[config.mk]
export PLATFORM = sky130hd
export DESIGN_NAME = envelope_vca
export DESIGN_NICKNAME = d
export VERILOG_FILES = /design/src/rtl/envelope_vca_pkg.sv /design/src/rtl/envelope_vca_gain_slew_limiter.sv /design/src/rtl/envelope_vca.sv
export SDC_FILE = /design/constraint.sdc
export NUM_CORES = 1
export LEC_CHECK = 0
export ABC_AREA = 1
export CORE_AREA = 8 8 159 161
export DETAILED_ROUTE_END_ITERATION = 6
export DIE_AREA = 0 0 167 169
export PLACE_DENSITY = 0.76
export RECOVER_POWER = 100
export SKIP_CTS_REPAIR_TIMING = 1
export SLEW_MARGIN = 20
export SYNTH_ARGS = -nofsm -noshare
export SYNTH_HDL_FRONTEND = slang
export SYNTH_SLANG_ARGS = --single-unit
export TNS_END_PERCENT = 50
[constraint.sdc]
create_clock -name clk_i -period 2.1 [get_ports clk_i]
set_input_delay 0.525 -clock clk_i [delete_from_list [all_inputs] [get_ports clk_i]]
set_output_delay 0.525 -clock clk_i [all_outputs]
set_load 0.01 [all_outputs]
[src/rtl/envelope_vca_pkg.sv]
// rtl/envelope_vca_pkg.sv - shared types, constants and saturation helper for the envelope VCA
package envelope_vca_pkg;

   localparam int VCA_DW = 16;
   localparam int VCA_GW = VCA_DW + 1;

   typedef logic [VCA_GW-1:0] gain_t;

   localparam gain_t ENV_UNITY = gain_t'(1 << (VCA_DW - 1));

   function automatic logic signed [63:0] saturate(input logic signed [63:0] x, input int dw);
      logic signed [63:0] v_hi;
      logic signed [63:0] v_lo;
      v_hi = (64'sd1 <<< (dw - 1)) - 64'sd1;
      v_lo = -(64'sd1 <<< (dw - 1));
      if (x > v_hi) begin
         return v_hi;
      end else if (x < v_lo) begin
         return v_lo;
      end else begin
         return x;
      end
   endfunction

endpackage

[src/rtl/envelope_vca_gain_slew_limiter.sv]
// rtl/envelope_vca_gain_slew_limiter.sv - gain register with envelope clamp and per-beat slew limit
module gain_slew_limiter
   import envelope_vca_pkg::*;
#(
   parameter int DATA_WIDTH = VCA_DW,
   parameter int MAX_STEP   = 0
) (
   input  logic                  clk_i,
   input  logic                  rst_i,
   input  logic [DATA_WIDTH-1:0] i_envelope,
   input  logic                  i_accept,
   output logic [DATA_WIDTH:0]   o_gain_next,
   output logic [DATA_WIDTH:0]   o_gain
);

   localparam int GW = DATA_WIDTH + 1;
   localparam int CW = DATA_WIDTH + 2;
   localparam logic [GW-1:0] UNITY = GW'(1) << (DATA_WIDTH - 1);
   localparam logic [CW-1:0] STEP  = CW'(MAX_STEP);

   logic [GW-1:0] r_gain;
   logic [GW-1:0] w_env;
   logic [GW-1:0] w_target;
   logic [CW-1:0] w_gain_ext;
   logic [CW-1:0] w_target_ext;
   logic [CW-1:0] w_up;
   logic [CW-1:0] w_target_plus;

   // Sign-set envelope codes and the ADSR peak wrap all collapse onto unity.
   assign w_env    = {1'b0, i_envelope};
   assign w_target = (w_env > UNITY) ? UNITY : w_env;

   // One extra bit keeps both comparisons free of wrap; the down test adds
   // the step to the target instead of subtracting it from the gain.
   assign w_gain_ext    = {1'b0, r_gain};
   assign w_target_ext  = {1'b0, w_target};
   assign w_up          = w_gain_ext + STEP;
   assign w_target_plus = w_target_ext + STEP;

   always_comb begin
      o_gain_next = w_target;
      if (MAX_STEP != 0) begin
         if (w_target_ext > w_up) begin
            o_gain_next = w_up[GW-1:0];
         end else if (w_target_plus < w_gain_ext) begin
            o_gain_next = r_gain - STEP[GW-1:0];
         end
      end
   end

   always_ff @(posedge clk_i or posedge rst_i) begin
      if (rst_i) begin
         r_gain <= '0;
      end else if (i_accept) begin
         r_gain <= o_gain_next;
      end
   end

   assign o_gain = r_gain;

endmodule

[src/rtl/envelope_vca.sv]
// rtl/envelope_vca.sv - two-stage envelope-controlled amplifier with valid/ready flow control
module envelope_vca
   import envelope_vca_pkg::*;
#(
   parameter int DATA_WIDTH = VCA_DW,
   parameter int MAX_STEP   = 0
) (
   input  logic                  clk_i,
   input  logic                  rst_i,
   input  logic [DATA_WIDTH-1:0] sample_i,
   input  logic                  sample_valid_i,
   output logic                  sample_ready_o,
   input  logic [DATA_WIDTH-1:0] envelope_i,
   output logic [DATA_WIDTH-1:0] sample_o,
   output logic                  sample_valid_o,
   input  logic                  sample_ready_i,
   output logic [DATA_WIDTH:0]   gain_o
);

   localparam int PW = 2 * DATA_WIDTH + 1;
   localparam logic signed [PW-1:0] ROUND = PW'(1) << (DATA_WIDTH - 2);

   logic                  w_adv;
   logic                  w_accept;
   logic [DATA_WIDTH:0]   w_gain_next;
   logic signed [PW-1:0]  w_samp_ext;
   logic signed [PW-1:0]  w_gain_ext;
   logic signed [PW-1:0]  w_prod;
   logic signed [PW-1:0]  w_round;
   logic signed [PW-1:0]  w_shift;
   logic signed [63:0]    w_wide;

   logic                  r_s1_valid;
   logic signed [PW-1:0]  r_s1_prod;
   logic                  r_valid_o;
   logic [DATA_WIDTH-1:0] r_sample_o;

   // Single global stall: the whole pipe moves only when the output slot frees.
   assign w_adv          = !r_valid_o || sample_ready_i;
   assign w_accept       = w_adv && sample_valid_i;
   assign sample_ready_o = w_adv;

   gain_slew_limiter #(
      .DATA_WIDTH (DATA_WIDTH),
      .MAX_STEP   (MAX_STEP)
   ) u_gain (
      .clk_i       (clk_i),
      .rst_i       (rst_i),
      .i_envelope  (envelope_i),
      .i_accept    (w_accept),
      .o_gain_next (w_gain_next),
      .o_gain      (gain_o)
   );

   assign w_samp_ext = {{(DATA_WIDTH + 1){sample_i[DATA_WIDTH-1]}}, sample_i};
   assign w_gain_ext = {{DATA_WIDTH{1'b0}}, w_gain_next};
   assign w_prod     = w_samp_ext * w_gain_ext;

   // Round half up, then drop the unity scale with an arithmetic shift.
   assign w_round = r_s1_prod + ROUND;
   assign w_shift = w_round >>> (DATA_WIDTH - 1);
   assign w_wide  = {{(64 - PW){w_shift[PW-1]}}, w_shift};

   always_ff @(posedge clk_i or posedge rst_i) begin
      if (rst_i) begin
         r_s1_valid <= 1'b0;
         r_s1_prod  <= '0;
         r_valid_o  <= 1'b0;
         r_sample_o <= '0;
      end else if (w_adv) begin
         r_s1_valid <= w_accept;
         r_s1_prod  <= w_prod;
         r_valid_o  <= r_s1_valid;
         r_sample_o <= DATA_WIDTH'(saturate(w_wide, DATA_WIDTH));
      end
   end

   assign sample_valid_o = r_valid_o;
   assign sample_o       = r_sample_o;

endmodule

==> results, run 1 <==
- The die outline area is 0.0282 mm².
- Measured in cells, the most critical reg-to-reg path has a length of 13.
- After synthesis, the cell types taking the most area are fa_1 (34%), ha_1 (13%), dfrtp_1 (12%).
- In the synthesized netlist the dominant register cell turns out to be dfrtp_1.
- The run finished, with violations left.
- The share of the yosys chip area belonging to registers is 0.118.
- The effective utilization at floorplan is 0.490.
- In the finished design, the share of the clock period the worst path needs comes to 2.86.
- At the end of routability-driven placement, the weighted congestion stood at 1.01.
- The synthesized netlist contains 41 unique library cells.
- The width of the chip is 167 µm.
- The global-route wire length before repair is 58,500 µm.
- The share of synthesized area in the top cell type comes to 0.344.
- The CTS tree is done.
- The largest net degree at the start of global routing is 37.
- The critical-path maximum fanout is 6.
- For this run, global-route usage on met2 was measured as 0.448.
- The max-slew violation count is 0.
- The layout has 1,827 filler cells.
- The leakage power of the design is 7.94 nW.
- In this run the register-to-register setup slack is -0.28 ns.
- During I/O placement, the number of pins put on the boundary was 71.
- The floorplan core area is 0.0229 mm².
- The total number of vias is 10.7k.
- The power density normalized to cell area is 1340 mW/mm².
- The layer flagged by global routing as most heavily used is met2.
- The layout cell share with drive strength beyond 1 is 0.282.
- The number of diodes added for antenna fixing is 0.
- Before antenna repair, the detailed router went through 7 iterations.
- In the routed design, unresolved DRC markers number 0.
- For this run, global-route usage on met3 was measured as 0.0403.
- The utilization after layout is 0.664.
- In the global route stage, met1 resource usage came out at 0.329.
- The class of the tightest hold or removal check is flip-flop to flip-flop.
- The worst pin sits at a relative slew slack of 0.558.
- The largest voltage drop on the vdd net is 1730 µV.
- The pre-CTS setup slack is -4.80 ns.
- The clock root buffer is clkbuf_16.
- The worst hold path begins at r_s1_valid$_DFFE_PP0N_.
- The per-instance average area after synthesis is 7.87 µm².
- The total chip power is 20.4 mW.
- For the pin with the worst max-slew slack, the measured transition is 0.664 ns.
- The summed negative setup slack over all endpoints is -76.20 ns.
- Max-cap violations in this run came to 0.
- The shortest period the worst path allows is 6.01 ns.
- The most frequent cell on the critical path is fa_1.
- For this run, the slowest stage of the critical path takes 0.61 ns.
- For the worst setup path, the data arrival time is 6.21 ns.
- The clock passes through at most 2 buffers.
- The destination of the worst hold path is sample_valid_o$_DFFE_PP0N_.
- The global-route usage over all layers is 0.262.
- The vias per cell is 5.33.
- The final setup slack of the worst path is -3.91 ns.
- After legalization and detailed placement, the total HPWL measured 30,300 µm.
- The number of endpoints failing setup at the final stage is 35.
- Static timing analysis puts the maximum clock frequency at 166 MHz.
- The nature of the critical path endpoint is a flip-flop.
- The critical path is of the primary input to flip-flop type.
- The via count of the first global-routing pass came to 11.3k.
- The number of rows created at floorplan is 56.
- The layout-stage area growth over the synthesis result is 35.6%.
- Counting every net in the synthesized netlist gives 1,775.
- The most area-hungry cell type in the Yosys netlist is fa_1.
- The clock latency reported for the late side of the worst-skew pair is 0.31 ns.
- The required time of the critical path is 2.30 ns.
- The initial antenna violation count was 0.
- During synthesis, Yosys emitted a total of 0 warnings.
- The setup clock skew after layout is 0.00951 ns.
- The cell type of the slowest stage on the worst timing path is fa_1.
- The final reports fail on setup timing.
- Buffers placed on the I/O ports in this run total 69.
- STA classifies the critical path startpoint as a primary input.
- The synthesized flop and latch total is 53.
- The hold path depth is 2.
- After clock tree synthesis, the clock-pin slew on the worst setup and hold paths is 0.09 ns.
- Global routing finished with a remaining overflow of 0.
- The async set-or-reset flop fraction in the synthesized netlist is 1.00.
- Setup repair after global routing could not meet its margin everywhere.
- The number of clock sinks is 53.
- Measured along the y axis, the die boundary spans 169 µm.
- The worst register-to-register path begins at r_s1_prod[15]$_DFFE_PP0N_.
- The capture point of the worst reg-to-reg path is sample_o[5]$_DFFE_PP0N_.
- The critical path contains buffers and inverters numbering 9 combined.
- The H-tree generated during clock tree synthesis spans 2 levels.
- The post-synthesis instance total is 1,426.
- Counting the buffers created by CTS gives 5.
- The kind of cell with the highest combined delay on the critical path is adder cells.
- The number of nets with antenna violations after detailed routing is 0.
- The synthesized design contains 0 enable-type register cells.
- Dividing the detail-routed wire length by the instance count gives 18.1 µm.
- The final layout contains 2,060 nets.
- The hold violation count in the final report is 0.
- The number of DRC markers after the initial detailed-route iteration is 763.
- The total wire length is 36,300 µm.
- The post-synthesis cell area is 0.0112 mm².
## worst reg2reg max path: stages, from the launching register on
cell and delay [ns]:
dfrtp_1 0.41, ha_2 0.21, nand2_2 0.08, nor3_4 0.16
nand3_2 0.14, nor2_4 0.18, nand3_4 0.09, nor2_4 0.19
nand3_4 0.11, xnor2_4 0.24, a21oi_4 0.07, nor2_4 0.15
clkbuf_16 0.19, a21oi_2 0.05
## layout by cell type, fill, tap and decap left out, drive strengths merged, types with 2 or more instances in the layout
cell type,n
buf,248
xnor2,10
clkinvlp,2
a21o,3
nand3b,2
clkinv,8
o21a,7
dlymetal6s2s,3
nor3,9
fa,193
o21ai,51
clkdlybuf4s50,49
a21oi,56
inv,300
nand3,44
clkbuf,19
nand4,9
dfrtp,53
nand2,315
ha,120
xor2,7
nor2,189
a211oi,3
or2,4
## stage by stage
step	hold slack, ns	instances	instance area [µm²]
2_1_floorplan	0.420	1426	11700
3_3_place_gp	0.435	1976	14300
3_5_place_dp	0.434	1976	14300
4_1_cts	0.455	1984	14500
5_1_grt	0.485	2002	15200
6_report	0.452	2002	15200
## cells in the mapped netlist (9+ instances only)
cell        n
a21oi_1    45
xnor2_1     9
nand3_1    40
ha_1      120
a21oi_2    11
dfrtp_1    53
inv_1     299
fa_1      193
nand2_1   312
nand4_1     9
nor2_1    186
o21ai_0    50
clkbuf_1   28
## routing by layer
metal / part of all wire / routed length, µm
met1: 0.39 / 14300
met2: 0.49 / 17800
met3: 0.075 / 2730
met4: 0.041 / 1500
met5: 0 / 0
## how the worst max path moves through the flow
stage,start,to,slack [ns],cells after the start
finish,envelope_i[15],r_s1_prod[28]$_DFFE_PP0N_,-3.91,33
CTS,envelope_i[15],r_s1_prod[27]$_DFFE_PP0N_,-4.49,31
floorplan,envelope_i[15],r_s1_prod[27]$_DFFE_PP0N_,-3.78,32
detailed placement,envelope_i[15],r_s1_prod[27]$_DFFE_PP0N_,-4.80,31
global route,envelope_i[15],r_s1_prod[28]$_DFFE_PP0N_,-4.10,36
global placement,envelope_i[15],r_s1_prod[28]$_DFFE_PP0N_,-4.73,32
## final cells by class
| type | instances | area, µm² | area share |
|---|---|---|---|
| clock inverters | 3 | 28.8 | 0.00189 |
| inverters | 307 | 1240 | 0.0815 |
| clock buffers | 5 | 125 | 0.00822 |
| repair buffers | 315 | 2650 | 0.174 |
| well taps | 290 | 363 | 0.0238 |
| flip-flops and latches | 53 | 1330 | 0.0871 |
| multi-input cells | 1029 | 9490 | 0.623 |
## registers in the layout, summed over array words and instances (netlist names)
register and flops:
r_s1_prod 19, u_gain.o_gain 16, sample_o 16, r_s1_valid 1, sample_valid_o 1
## kinds of logic (layout without fill, tap and decap cells)
family | after synthesis | count (layout) | share of synthesized area
DFF | 53 | 53 | 0.118
buffers and inverters | 344 | 630 | 0.117
adders and majority gates | 313 | 313 | 0.478
and+or+nand+nor | 574 | 574 | 0.208
other | 1 | 1 | 0.000334
xor gates and xnor gates | 17 | 17 | 0.0146
AOI/OAI and AO/OA | 124 | 124 | 0.0641
## power by group
part	internal (mW)	switching [mW]
Combinational	8.24	9.44
Clock	0.461	0.491
Sequential	1.44	0.303
(Power assumes the default switching activity.)
==> run 2: changes to the inputs <==
CELL_PAD_IN_SITES_DETAIL_PLACEMENT = 2   (was default)
CELL_PAD_IN_SITES_GLOBAL_PLACEMENT = 2   (was default)
CORE_AREA = 8 8 191 193   (was 8 8 159 161)
DIE_AREA = 0 0 199 201   (was 0 0 167 169)
PLACE_DENSITY = 0.84   (was 0.76)
==> results, run 2 (synthesis results as in run 1) <==
- The clock input transition at the sequential cells of the worst setup and hold paths is 0.08 ns (about the same).
- The global-route wire length before repair is 90,000 µm (+54%).
- The iteration count of the initial detailed-routing pass is 7 (unchanged).
- The setup slack of the worst register-to-register path came to -0.63 ns (-0.35 ns).
- The minimum hold slack is 0.492 ns (+0.0404 ns).
- In this design, the critical path's most frequently occurring cell is nand2_1.
- The startpoint of the lowest-slack register-to-register path is r_s1_prod[15]$_DFFE_PP0N_.
- The utilization after layout is 0.467 (-0.197).
- The slowest stage of the critical path belongs to the cell fa_1.
- The die height was 201 µm (+19%).
- The clock latency reported for the late side of the worst-skew pair is 0.33 ns (+0.02 ns).
- The max-slew violation count is 0 (unchanged).
- The final worst-path cycle share came to 3.21 (+0.353).
- The average routed wire per standard cell is 32.0 µm (+76%).
- The number of rows created at floorplan came to 67 (+20%).
- The beginning of the worst hold path is r_s1_valid$_DFFE_PP0N_.
- r_s1_prod holds more flip-flops than any other register.
- The transition at the pin with the smallest max-transition slack is 0.830 ns (+0.166 ns).
- The final standard cell area without fillers is 0.0155 mm² (+2.1%).
- The vias per cell is 5.61 (+5.3%).
- The checks that failed: setup timing.
- The worst register-to-register path ends at sample_o[3]$_DFFE_PP0N_.
- The biggest cell delay along the critical path is 0.64 ns (+0.03 ns).
- The path type of the worst setup path is primary input to flip-flop.
- Setup repair after global routing could not meet its margin everywhere.
- The final setup slack of the worst path came to -4.65 ns (-0.741 ns).
- The library cell used most frequently in the layout, excluding fill and tap cells, is inv_1.
- The count of buffers from port buffering was 69 (unchanged).
- The maximum level of the CTS H-tree is 2 (unchanged).
- The leakage power of the design came to 8.07 nW (+1.6%).
- The largest voltage drop on the vdd net is 936 µV (-46%).
- The path class of the tightest hold or removal check is flip-flop to flip-flop.
- TritonCTS built the clock tree.
- The number of DRC violations after detailed routing is 0 (unchanged).
- The cell area after placement came to 0.0148 mm² (+3.1%).
- The root buffer cell chosen for the clock tree is clkbuf_16.
- The startpoint type of the worst setup path is a primary input.
- The largest net degree at the start of global routing is 37 (unchanged).
- The floorplan core area was 0.0333 mm² (+45%).
- The number of endpoints failing setup at the final stage is 37 (+5.7%).
- The sum of net half-perimeters after detailed placement came to 49,100 µm (+62%).
- The TritonCTS buffer count is 5 (unchanged).
- The shortest period the worst path allows is 6.75 ns (+0.741 ns).
- The number of clock sinks came to 53 (unchanged).
- The number of DRC markers after the initial detailed-route iteration is 837 (+9.7%).
- The critical-path maximum fanout is 8 (+2).
- The width of the chip is 199 µm (+19%).
- The reported max-cap violation count is 0 (unchanged).
- The I/O pin count is 71 (unchanged).
- The total wire length is 70,000 µm (+93%).
- The number of nets with antenna violations after detailed routing was 0 (unchanged).
- Leaving out fill and tap cells, the most frequent cells in the layout are inv_1 (281), nand2_1 (274), buf_4 (245), fa_1 (175), nor2_1 (159).
- The effective utilization at floorplan came to 0.337 (-0.153).
- The total of fill cells in the finished design came to 3,708 (+100%).
- The via count of the first global-routing pass is 14.1k (+25%).
- The power density normalized to cell area was 1580 mW/mm² (+18%).
- The run finished, with violations left.
- The worst reg-to-reg path cell count is 13 (unchanged).
- The hold path depth came to 2 (unchanged).
- The nature of the critical path endpoint is a flip-flop.
- The required time of the critical path was 2.31 ns (about the same).
- The total number of vias is 12.3k (+15%).
- The total chip power was 24.5 mW (+20%).
- The maximum clock frequency is 148 MHz (-11%).
- The weighted congestion at the end of routability-driven global placement was 0.964 (-4.8%).
- The initial antenna violation count is 3 (+3).
- The hold violation count in the final report was 0 (unchanged).
- The destination of the worst hold path is sample_valid_o$_DFFE_PP0N_.
- The final net count is 2,084 (+1.2%).
- The flip-flop count of the largest register after layout is 19 (unchanged).
- The setup clock skew after layout was 0.00815 ns (-0.00136 ns).
- The headroom to the max-slew limit was 0.446 (-0.111).
- The layout-stage area growth over the synthesis result is 38.4%.
- The global-route usage over all layers is 0.303 (+0.0403).
- The layout cell share with drive strength beyond 1 came to 0.284 (+0.00244).
- The overflow left after global routing was 0 (unchanged).
- The arrival time at the worst endpoint is 6.96 ns (+0.75 ns).
- The die outline area is 0.0400 mm² (+42%).
- The number of buffers on the longest clock path was 2 (unchanged).
[run 2: changes by cell type in the layout (fill, tap and decap cells not counted), moves of 5 or more]
cell	before	now
dlygate4sd3_1	1	34
clkdlybuf4s50_1	49	19
buf_4	227	245
inv_2	28	10
inv_1	265	281
fa_1	181	175
fa_2	12	18
nor2_1	153	159
nor2_2	20	14
buf_12	9	14
[run 2: worst max-delay path by stage]
stage	startpoint	end	slack, ns	cells after the start
2_1_floorplan	envelope_i[15]	r_s1_prod[27]$_DFFE_PP0N_	-3.78	32
3_3_place_gp	envelope_i[15]	r_s1_prod[28]$_DFFE_PP0N_	-4.97	32
3_5_place_dp	envelope_i[15]	r_s1_prod[28]$_DFFE_PP0N_	-5.62	34
4_1_cts	envelope_i[15]	r_s1_prod[28]$_DFFE_PP0N_	-5.41	34
5_1_grt	envelope_i[8]	r_s1_prod[28]$_DFFE_PP0N_	-4.80	30
6_report	envelope_i[9]	r_s1_prod[31]$_DFFE_PP0N_	-4.65	31
[run 2: area by class of cell]
class / count / area [µm²] / share of cell area
Antenna cell: 2 / 5.00 / 0.000322
Clock buffer: 5 / 125 / 0.00805
Clock inverter: 3 / 25.0 / 0.00161
Inverter: 307 / 1230 / 0.0793
Multi-Input combinational cell: 1029 / 9400 / 0.605
Sequential cell: 53 / 1330 / 0.0854
Tap cell: 448 / 561 / 0.0361
Timing Repair Buffer: 339 / 2860 / 0.184
[run 2: power by group]
group,switching [mW],total (mW),internal [mW]
sequential,0.367,1.81,1.44
combinational,12.8,21.7,8.95
clock,0.528,0.983,0.456
[run 2: routing by layer]
metal | global-route usage | up-vias | wire length (µm)
met2 | 0.544 | 686 | 34800
met3 | 0.0536 | 333 | 4310
met4 | 0.179 | 2 | 5890
met5 | 0 | - | 16
met1 | 0.326 | 6332 | 24900
li1 | - | 4904 | -
[run 2: worst max-delay path: cells and delay by family]
kind                       cells  cell delay, ns
adders and majority gates      7            3.61
and+or+nand+nor               17            2.06
buffers and inverters          7            0.73
[run 2: per-stage QoR]
stage                     setup WS (ns)  setup TNS [ns]  std cells
after floorplan                   -3.78          -70.00       1426
after global placement            -4.97          -97.51       2154
after detailed placement          -5.62         -109.54       2154
after CTS                         -5.41         -103.12       2162
after global routing              -4.80          -98.43       2184
final                             -4.65          -94.15       2186
==> run 3: changes to the inputs <==
CELL_PAD_IN_SITES_DETAIL_PLACEMENT = default   (was 2)
CELL_PAD_IN_SITES_GLOBAL_PLACEMENT = default   (was 2)
CORE_AREA = 8 8 159 161   (was 8 8 191 193)
DIE_AREA = 0 0 167 169   (was 0 0 199 201)
PLACE_DENSITY = 0.76   (was 0.84)
==> results of run 3 <==
Final layout, timing and power as in run 1 (identical DEF).
